### config.mk
export PLATFORM = sky130hd
export DESIGN_NAME = scrod_req_conditioner
export DESIGN_NICKNAME = d
export VERILOG_FILES = /design/src/rtl/scrod_req_conditioner.sv
export SDC_FILE = /design/constraint.sdc
export NUM_CORES = 1
export LEC_CHECK = 0
export CAP_MARGIN = 0
export CORE_AREA = 2 2 199 201
export CTS_BUF_LIST = sky130_fd_sc_hd__clkbuf_8 sky130_fd_sc_hd__clkbuf_16
export CTS_CLUSTER_DIAMETER = 100
export CTS_CLUSTER_SIZE = 16
export DETAILED_ROUTE_END_ITERATION = 16
export DIE_AREA = 0 0 201 203
export PLACE_DENSITY = 0.72
export SYNTH_ARGS = -nofsm -noshare
export SYNTH_HDL_FRONTEND = slang
export SYNTH_SLANG_ARGS = --single-unit
### constraint.sdc
create_clock -name CLK_80MHZ -period 17.16 [get_ports CLK_80MHZ]
set_clock_uncertainty 0.15 [all_clocks]
set_input_delay 1.716 -clock CLK_80MHZ [delete_from_list [all_inputs] [get_ports CLK_80MHZ]]
set_output_delay 1.716 -clock CLK_80MHZ [all_outputs]
set_load 0.005 [all_outputs]
### src/rtl/scrod_req_conditioner.sv
// SCROD trigger-request conditioner: sync, edge-detect and stretch each line
// into a coincidence window, flushed and held off whenever the trigger fires.
module scrod_req_conditioner #(
    parameter int N_CH      = 12,
    parameter int WIN_W     = 4,
    parameter int HOLD_W    = 8,
    parameter int CNT_W     = 16,
    parameter int STUCK_LIM = 255
) (
    input  logic              CLK_80MHZ,
    input  logic              RESET,
    input  logic [N_CH-1:0]   REQ_IN,
    input  logic [WIN_W-1:0]  WINDOW_LEN,
    input  logic [HOLD_W-1:0] HOLDOFF_LEN,
    input  logic              TRG_FIRED,
    input  logic              CNT_CLEAR,
    input  logic [3:0]        CH_SEL,
    output logic [N_CH-1:0]   ACK,
    output logic [CNT_W-1:0]  CH_HITS,
    output logic [N_CH-1:0]   STUCK
);
    localparam int SK_W = $clog2(STUCK_LIM + 1);
    localparam int PC_W = $clog2(N_CH + 1);
    localparam logic [SK_W-1:0] SK_MAX = SK_W'(STUCK_LIM);
    localparam logic [3:0] N_SEL = 4'(N_CH);

    logic [N_CH-1:0]   s1_q, s2_q, d_q;
    logic              trg_d_q;
    logic [1:0]        arm_q, arm_d;
    logic [HOLD_W-1:0] hold_q, hold_d;
    logic [WIN_W-1:0]  win_q [N_CH];
    logic [WIN_W-1:0]  win_d [N_CH];
    logic [SK_W-1:0]   stk_q [N_CH];
    logic [SK_W-1:0]   stk_d [N_CH];
    logic [CNT_W-1:0]  hits_q [N_CH];
    logic [CNT_W-1:0]  hits_d [N_CH];
    logic [CNT_W-1:0]  drops_q, drops_d;
    logic [CNT_W-1:0]  ch_hits_q, ch_hits_d;

    logic [N_CH-1:0]  edge_w, acc, drp;
    logic             armed, fire, blocked;
    logic [WIN_W-1:0] wlen;
    logic [PC_W-1:0]  n_drp;
    logic [CNT_W:0]   drop_sum;

    assign edge_w  = s2_q & ~d_q;
    assign armed   = (arm_q == 2'd0);
    assign fire    = TRG_FIRED & ~trg_d_q;
    assign blocked = fire | (hold_q != '0);
    assign acc     = (armed & ~blocked) ? edge_w : '0;
    assign drp     = (armed & blocked) ? edge_w : '0;
    assign wlen    = (WINDOW_LEN == '0) ? WIN_W'(1) : WINDOW_LEN;

    always_comb begin
        arm_d = (arm_q != 2'd0) ? arm_q - 2'd1 : arm_q;
        if (fire)
            hold_d = HOLDOFF_LEN;
        else if (hold_q != '0)
            hold_d = hold_q - HOLD_W'(1);
        else
            hold_d = hold_q;
        n_drp = '0;
        for (int ch = 0; ch < N_CH; ch++) begin
            n_drp = n_drp + PC_W'(drp[ch]);
            // a trigger flush beats both a new load and the countdown
            if (fire)
                win_d[ch] = '0;
            else if (acc[ch])
                win_d[ch] = wlen;
            else if (win_q[ch] != '0)
                win_d[ch] = win_q[ch] - WIN_W'(1);
            else
                win_d[ch] = win_q[ch];
            if (CNT_CLEAR)
                hits_d[ch] = '0;
            else if (acc[ch] && hits_q[ch] != '1)
                hits_d[ch] = hits_q[ch] + CNT_W'(1);
            else
                hits_d[ch] = hits_q[ch];
            if (!s2_q[ch])
                stk_d[ch] = '0;
            else if (stk_q[ch] == SK_MAX)
                stk_d[ch] = stk_q[ch];
            else
                stk_d[ch] = stk_q[ch] + SK_W'(1);
        end
        drop_sum = {1'b0, drops_q} + (CNT_W+1)'(n_drp);
        if (CNT_CLEAR)
            drops_d = '0;
        else if (drop_sum[CNT_W])
            drops_d = '1;
        else
            drops_d = drop_sum[CNT_W-1:0];
        ch_hits_d = (CH_SEL < N_SEL) ? hits_q[CH_SEL] : drops_q;
    end

    always_ff @(posedge CLK_80MHZ) begin
        if (RESET) begin
            s1_q      <= '0;
            s2_q      <= '0;
            d_q       <= '0;
            trg_d_q   <= 1'b0;
            arm_q     <= 2'd3;
            hold_q    <= '0;
            win_q     <= '{default: '0};
            stk_q     <= '{default: '0};
            hits_q    <= '{default: '0};
            drops_q   <= '0;
            ch_hits_q <= '0;
        end else begin
            s1_q      <= REQ_IN;
            s2_q      <= s1_q;
            d_q       <= s2_q;
            trg_d_q   <= TRG_FIRED;
            arm_q     <= arm_d;
            hold_q    <= hold_d;
            win_q     <= win_d;
            stk_q     <= stk_d;
            hits_q    <= hits_d;
            drops_q   <= drops_d;
            ch_hits_q <= ch_hits_d;
        end
    end

    always_comb begin
        ACK   = '0;
        STUCK = '0;
        for (int ch = 0; ch < N_CH; ch++) begin
            ACK[ch]   = (win_q[ch] != '0);
            STUCK[ch] = s2_q[ch] & (stk_q[ch] == SK_MAX);
        end
    end

    assign CH_HITS = ch_hits_q;

endmodule
== Yosys cells after proc, flatten, opt, wreduce, memory -nomap -nowiden ==
Index checks and enable logic that the tools add are counted.

* Equal/unequal tests: 24
* $add $sub $neg: 50
* Multiply operators: 0
* Reduce and logical (&&, ||, !) cells: 55
* Mux-type cells: 34
* Shifts and indexed selects: 0
* $lt $le $gt $ge: 2
* Div/mod/pow operators: 0
* Bitwise operators: 33

{| class="wikitable"
|+ Operators with widths
! cell !! number
|-
| 16-bit by 1-bit adder with 16-bit output (second input constant) || 12
|-
| 16-bit != test (second input constant) || 12
|-
| 4-bit 2-to-1 mux || 25
|-
| 8-bit by 1-bit adder with 8-bit output (second input constant) || 12
|-
| 8-bit == test (second input constant) || 12
|-
| 16-bit binary-select mux with 4-bit select || 1
|-
| 16-bit 2-to-1 mux || 4
|-
| 4-bit nonzero test || 12
|-
| 4-bit by 1-bit subtractor with 4-bit output (second input constant) || 12
|-
| 4-bit by 1-bit adder with 4-bit output || 8
|-
| 2-bit nonzero test || 14
|-
| 2-bit OR reduction || 14
|-
| 12-bit 2-to-1 mux || 2
|-
| 16-bit by 4-bit adder with 17-bit output || 1
|-
| 8-bit 2-to-1 mux || 2
|-
| 1-bit AND || 15
|-
| 1-bit inverter || 14
|-
| 12-bit AND || 1
|-
| 1-bit logical AND || 12
|-
| 12-bit inverter || 1
|-
| 8-bit nonzero test || 1
|-
| 8-bit by 1-bit subtractor with 8-bit output (second input constant) || 1
|-
| 5-bit >= comparator (second input constant) || 1
|-
| 4-bit inverter with 5-bit output || 1
|-
| 8 further kinds || 8
|}

* ROM bits: 0
* Input port bits: 32
* Register bits after elaboration: 415
* Output and inout port bits: 40
* Word-level logic and storage cells: 242
* Memory bits (writable): 0
* Bits in latches: 0
* Memories kept: 0

== Logic depth before layout (Yosys ltp) ==
Gate-level depths: netlist (run 1).

* Depth after elaboration: 18
* Mapped depth: 19
* Mapped depth without buffers: 19

== Worst setup path before layout (run 1) ==
No wires, ideal clock.

* Path kind: input port to flip-flop
* Start point: input port TRG_FIRED
* End point: register drops_q[0]
* Required time: 16.878 ns
* Buffers on the path: 2
* Arrival: 6.710 ns
* Library setup time: 0.132 ns
* Cell stages on the path: 19
* Slack: 10.167 ns
* Cells stage by stage: nand2b_1 -> clkbuf_1 -> and3_1 -> nand2_1 -> nand2_1 -> nor2_1 -> fa_1 -> inv_1 -> fa_1 -> fa_1 -> inv_1 -> fa_1 -> fa_1 -> fa_1 -> a21oi_1 -> o211ai_1 -> nand4_1 -> clkbuf_1 -> a21oi_1

* Longest elaborated chain between the ends: 17

{| class="wikitable"
|+ RTL lines
! element !! line !! text
|-
| from (decl) || 15 || <nowiki>input logic TRG_FIRED,</nowiki>
|-
| 1-bit AND (*) || 48 || <nowiki>assign fire = TRG_FIRED & ~trg_d_q;</nowiki>
|-
| 1-bit bitwise OR (*) || 49 || <nowiki>assign blocked = fire | (hold_q != '0);</nowiki>
|-
| 1-bit AND (*) || 51 || <nowiki>assign drp = (armed & blocked) ? edge_w : '0;</nowiki>
|-
| 12-bit 2-to-1 mux (*) || 51 ||
|-
| 1-bit by 1-bit adder with 2-bit output || 64 || <nowiki>n_drp = n_drp + PC_W'(drp[ch]);</nowiki>
|-
| 2-bit by 1-bit adder with 3-bit output || 64 ||
|-
| 3-bit by 1-bit adder with 4-bit output || 64 ||
|-
| 4-bit by 1-bit adder with 4-bit output (7 in a row) || 64 ||
|-
| 4-bit by 1-bit adder with 4-bit output (*) || 64 ||
|-
| 16-bit by 4-bit adder with 17-bit output (*) || 87 || <nowiki>drop_sum = {1'b0, drops_q} + (CNT_W+1)'(n_drp);</nowiki>
|-
| 16-bit 2-to-1 mux (*) || 90 || <nowiki>else if (drop_sum[CNT_W])</nowiki>
|-
| to (signal assigned) || 120 || <nowiki>drops_q <= drops_d;</nowiki>
|-
| to (decl) || 37 || <nowiki>logic [CNT_W-1:0] drops_q, drops_d;</nowiki>
|}

Mark *: on every way between the ends. The rest lies on a longest branch, timed or not.
A chain may end at the register's enable or synchronous reset.

== Worst setup path after layout (run 1) ==
* Start point: input port TRG_FIRED
* End point: register drops_q[7]

Same word-level chain as after synthesis.

==> results of run 1 <==
[power breakdown]
| part | switching, mW | internal, mW | total, mW |
|---|---|---|---|
| clock | 0.328 | 0.297 | 0.625 |
| combinational | 0.240 | 0.230 | 0.470 |
| sequential | 0.0388 | 1.01 | 1.05 |
[logic make-up after synthesis]
family,Yosys count,share of synthesized area
XOR/XNOR,122,0.0510
adder cells (fa/ha/maj),68,0.0434
buffers and inverters,217,0.0401
multiplexers,107,0.0839
AO/OA/AOI/OAI,460,0.136
AND/OR/NAND/NOR,977,0.250
flip-flops,415,0.396
[Yosys cell counts, drive strengths merged, types with 13 or more instances]
cell      n  share of area
a211oi   57          0.020
a21oi   183          0.044
a31oi    23         0.0069
and2     19         0.0057
and3     45          0.013
and4     39          0.016
buf      21         0.0050
clkbuf   91          0.016
dfxtp   415           0.40
ha       60          0.036
inv     105          0.019
mux2i    52          0.025
mux4     55          0.059
nand2   155          0.028
nand2b   29         0.0087
nand3   100          0.024
nand4    79          0.024
nor2    223          0.040
nor2b    45          0.013
nor3     47          0.011
nor3b    15         0.0054
nor4     26         0.0085
o211ai   15         0.0054
o21a     13         0.0047
o21ai    75          0.018
o31ai    48          0.017
or3      78          0.024
or4      55          0.020
xnor2    63          0.026
xor2     59          0.025
[stage by stage]
stage | total power [mW] | setup slack [ns] | instance area, µm² | utilization
floorplan | 1.40 | 10.17 | 21000 | -
global placement | 1.52 | 8.98 | 22000 | 0.572
detailed placement | 1.54 | 8.79 | 22000 | 0.572
CTS | 2.16 | 9.39 | 22700 | 0.591
global route | 2.27 | 8.95 | 22700 | 0.591
finish | 2.15 | 9.29 | 22700 | 0.591
[worst max-delay path, cell delays in order]
cell and delay [ns]:
clkdlybuf4s50_1 0.42, nand2b_1 0.47, and3_1 0.33, nand2_1 0.17, nand2_1 0.24, nor2_1 0.10, fa_1 0.51, inv_1 0.06
fa_1 0.50, fa_1 0.55, inv_1 0.06, fa_1 0.57, fa_1 0.25, fa_1 0.23, a21oi_1 0.10, o211ai_1 0.66
nand4_1 0.65, and4_1 0.45, nor3_1 0.17
[state kept, by name, summed over array words and instances, names as in the netlist]
| name | flops |
|---|---|
| s1_q | 12 |
| drops_q | 16 |
| d_q | 12 |
| stk_q | 96 |
| win_q | 48 |
| trg_d_q | 1 |
| s2_q | 12 |
| hold_q | 8 |
| hits_q | 192 |
| arm_q | 2 |
| CH_HITS | 16 |
[cell type report]
| type | count | area (µm²) | area share |
|---|---|---|---|
| well taps | 518 | 648 | 0.0285 |
| flip-flops and latches | 415 | 8310 | 0.366 |
| inverters | 105 | 394 | 0.0174 |
| repair buffers | 87 | 811 | 0.0357 |
| multi-input cells | 1734 | 11800 | 0.521 |
| clock buffers | 29 | 726 | 0.0319 |
| clock inverters | 1 | 3.75 | 0.000165 |
[final timing paths]
path	start	end	slack [ns]	cells after the start
worst max-delay path	TRG_FIRED	drops_q[7]	9.29	19
worst min-delay path	s1_q[2]	s2_q[2]	0.29	1
worst max register to register	trg_d_q	drops_q[7]	10.55	18
worst min register to register	s1_q[2]	s2_q[2]	0.29	1
[layer usage]
| metal | up-vias | GRT usage |
|---|---|---|
| met1 | 8618 | 0.343 |
| met4 | 0 | 0.0799 |
| li1 | 8667 | - |
| met3 | 99 | 0.0376 |
| met5 | - | 0 |
| met2 | 566 | 0.419 |
[placed cells by master (no fill, tap or decap), types with 6 or more instances in the layout]
cell,count
a21oi_1,183
nor4_1,25
a211oi_1,57
o31ai_1,48
mux2i_1,52
nor3b_1,15
and3_1,45
nand4_1,79
clkdlybuf4s50_1,67
o211ai_1,15
fa_1,8
dfxtp_1,415
and4_1,38
and4b_1,8
nand2b_1,29
o21ai_0,75
nor2b_1,45
o21a_1,13
or3_1,77
mux4_2,55
o31a_1,6
nor3_1,47
nand3_1,100
and2_1,18
inv_1,106
clkbuf_16,29
a31oi_1,23
buf_4,16
ha_1,60
o2111ai_1,8
or4_1,55
xnor2_1,63
xor2_1,59
nand2_1,155
nor2_1,222
==> flow_summary.yaml, run 1 <==
clock_network:
  numCtsBuffers: 29
  cts_tree: "done"
  clk_latency_ns: 0.57
  path_clk_slew_ns: 0.08
  ctsResizeCount: 0
  htree_levels: 1
  clock-root-buffer: "clkbuf_16"
  ctsHoldBuffers: 0
  clock-sinks: 415
  post-cts-setup-buffers: 0
  cts.path.max_buffers: 3
power_and_ir_drop:
  p_per_area_nw_per_um2: 94.5
  peakVddDrop_mv: 0.0584
  leakage_nw: 7.82
route:
  via_per_inst: 6.21
  met1_length_um: 23500
  drt_iter0_drc: 1448
  wl_met2_um: 24000
  wl_met3_um: 3680
  route.vias.total: 18000
  highest_layer: "met4"
  wl_per_cell_um: 18.2
  drt_pre_antenna_iters: 5
  drc: 0
  drt-total-wl_um: 52600
  final_antenna_net_count: 0
layout:
  area_growth_pct: 8.34
  drive_above_1_share: 0.0506
  final_nets: 2472
  stdcell_count: 2889
  fillers: 3378
  diodes: 0
placement:
  port_buffers: 71
  dp.cells: 2859
  routabilityCongestion: 0.893
  hpwl_um: 37700
floorplanning:
  row_count: 72
  start_util: 0.545
  ios: 72
  core_region_area_um2: 38500
  fp.dieH_um: 203
  dieArea_um2: 40800
  die_w_um: 201
grt:
  grt_pass1_wl_um: 86000
  antenna_found_initial: 2
  grt_usage: 0.254
  grt_max_degree: 69
  grt_pass1_vias: 16800
  overflow: 0
synthesis:
  synth_edf_count: 0
  avgSynthCellArea_um2: 8.86
  synth.distinct_cells: 58
  ys_warn_count: 0
  syn-cell-area_um2: 21000
  postSynthCellCount: 2366
  ys.flop_type: "dfxtp_1"
  synth_seq_area_share: 0.396
  synth_nets: 2466
  synthArstFlopShare: 0
  synth-seq-cells: 415
worst_setup_path:
  arrival_ns: 8.21
  start_kind: "input pin"
  setup.worst_path.class: "input pin to flip-flop"
  critPathMaxFanout: 20
  endpoint_kind: "flip-flop"
  required_ns: 17.50
timing:
  setup_tns_ns: 0
  worst-slew-pin-transition_ns: 1.34
  holdWs_ns: 0.286
  rsz0062_at_grt: "false"
  setup_viol: 0
  report.final.hold_viol_count: 0
  drv_slew: 0
  max_freq_ghz: 0.127
  timing.final.crit_period_ns: 7.87
  post-route-period-util: 0.459
  relSlewSlack: 0.0996
min_path:
  hold_class: "flip-flop to flip-flop"
outcome:
  outcome: "finished clean"
flow_run:
  max-cap-violations: 0
Power figures use the tool's default switching activity.
==> run 2: changes to the inputs <==
==> constraint.sdc (replaced) <==
create_clock -name CLK_80MHZ -period 8.2 [get_ports CLK_80MHZ]
set_clock_uncertainty 0.15 [all_clocks]
set_input_delay 0.82 -clock CLK_80MHZ [delete_from_list [all_inputs] [get_ports CLK_80MHZ]]
set_output_delay 0.82 -clock CLK_80MHZ [all_outputs]
set_load 0.005 [all_outputs]
==> flow_summary.yaml, run 2 (synthesized netlist as in run 1, its figures left out) <==
grt:
  grt_usage: 0.253
  grt_pass1_wl_um: 85200
  antenna_found_initial: 2
  grt_pass1_vias: 16700
  grt_max_degree: 81
  overflow: 0
worst_setup_path:
  critPathMaxStageDelay_ns: 0.67
  critPathMaxFanout: 20
  slowest_stage: "nand4_1"
  path_common_cell: "fa_1"
  setup.worst_path.class: "input pin to flip-flop"
  rr_endpoint: "drops_q[7]"
  endpoint_kind: "flip-flop"
  start_kind: "input pin"
  crit_cells: 20
  required_ns: 8.55
  worstPathCellList: "clkdlybuf4s50_1 -> nand2b_1 -> buf_4 -> and3_1 -> nand2_1 -> nand2_1 -> nor2_1 -> fa_1 -> inv_1 -> fa_1 -> fa_1 -> inv_1 -> fa_1 -> fa_1 -> fa_1 -> a21oi_1 -> o211ai_1 -> nand4_1 -> and4_1 -> nor3_1"
  crit_buf_inv: 4
  r2r_cells: 18
  arrival_ns: 7.04
  rrSetupSlack_ns: 1.73
  path_delay_family: "adder cells"
  r2r_start: "hold_q[2]"
timing:
  relSlewSlack: 0.114
  rsz0062_at_grt: "false"
  max_freq_ghz: 0.149
  timing.final.crit_period_ns: 6.69
  post-route-period-util: 0.816
  worst-slew-pin-transition_ns: 1.32
  setup_tns_ns: 0
  report.final.hold_viol_count: 0
  setup_viol: 0
  drv_slew: 0
clock_network:
  clk_latency_ns: 0.58
  clock-root-buffer: "clkbuf_16"
  numCtsBuffers: 29
  htree_levels: 1
  post-cts-setup-buffers: 0
  ctsResizeCount: 0
  ctsHoldBuffers: 0
  cts.path.max_buffers: 3
  cts_tree: "done"
  path_clk_slew_ns: 0.08
  clock-sinks: 415
route:
  final_antenna_net_count: 0
  drt-total-wl_um: 52200
  route.vias.total: 17900
  drt_pre_antenna_iters: 5
  wl_per_cell_um: 18.1
  drc: 0
  via_per_inst: 6.17
  drt_iter0_drc: 1556
power_and_ir_drop:
  leakage_nw: 7.82
  peakVddDrop_mv: 0.149
  finalPower_mw: 4.48
  p_per_area_nw_per_um2: 197
flow_run:
  max-cap-violations: 0
min_path:
  hold_class: "flip-flop to flip-flop"
  hold_depth: 1
  hold_end: "s2_q[1]"
  min-delay-start: "s1_q[1]"
placement:
  placed_area_um2: 22000
  port_buffers: 71
  hpwl_um: 37400
  routabilityCongestion: 0.924
floorplanning:
  core_region_area_um2: 38500
  die_w_um: 201
  dieArea_um2: 40800
  ios: 72
  start_util: 0.545
  fp.dieH_um: 203
  row_count: 72
layout:
  final_common_cell: "dfxtp_1"
  reg_top3: "hits_q: 192 flops, stk_q: 96 flops, win_q: 48 flops"
  regMostFlops: "hits_q"
  layout_common_cells: "dfxtp_1 (415), nor2_1 (222), a21oi_1 (183)"
  drive_above_1_share: 0.0506
  final_area_um2: 22700
  largest_register_ffs: 192
  final_nets: 2472
  utilization: 0.591
  fillers: 3433
  area_growth_pct: 8.37
outcome:
  outcome: "finished clean"
[run 2: metrics by stage]
stage / hold slack (ns) / setup slack [ns] / cells
after global placement: 0.274 / 1.14 / 2859
after global routing: 0.300 / 1.17 / 2889
after detailed placement: 0.275 / 1.03 / 2859
final: 0.288 / 1.51 / 2892
after CTS: 0.292 / 1.61 / 2889
after floorplan: 0.264 / 2.10 / 2366
[run 2: worst register-to-register path: cells and delay by family, from the launching register on]
kind	cells	cell delay [ns]
adders and majority gates	6	2.58
and+or+nand+nor	8	2.43
DFF	1	0.37
buffers and inverters	2	0.12
AOI/OAI and AO/OA	2	0.74
[run 2: metal layers]
metal,global-route usage,share of wire,vias to the layer above
met5,0,0,-
li1,-,-,8665
met1,0.347,0.45,8530
met4,0.0860,0.027,0
met3,0.0352,0.073,87
met2,0.410,0.45,576
[run 2: report_power, final]
part	switching, mW	internal [mW]
Combinational	0.504	0.481
Sequential	0.0774	2.12
Clock	0.679	0.623
Total	1.26	3.22
[run 2: final cells by class]
class	instances	area, µm²	share of cell area
repair buffers	87	811	0.0357
inverters	105	394	0.0173
clock buffers	29	726	0.0319
flip-flops and latches	415	8310	0.366
multi-input cells	1734	11800	0.520
clock inverters	1	3.75	0.000165
well taps	518	648	0.0285
diodes	3	7.51	0.000330
[run 2: worst max path at each step]
stage / startpoint / endpoint / slack, ns
after floorplan: TRG_FIRED / drops_q[0] / 2.10
after global placement: TRG_FIRED / drops_q[7] / 1.14
after detailed placement: TRG_FIRED / drops_q[7] / 1.03
final: TRG_FIRED / drops_q[7] / 1.51
after global routing: TRG_FIRED / drops_q[7] / 1.17
after CTS: TRG_FIRED / drops_q[7] / 1.61
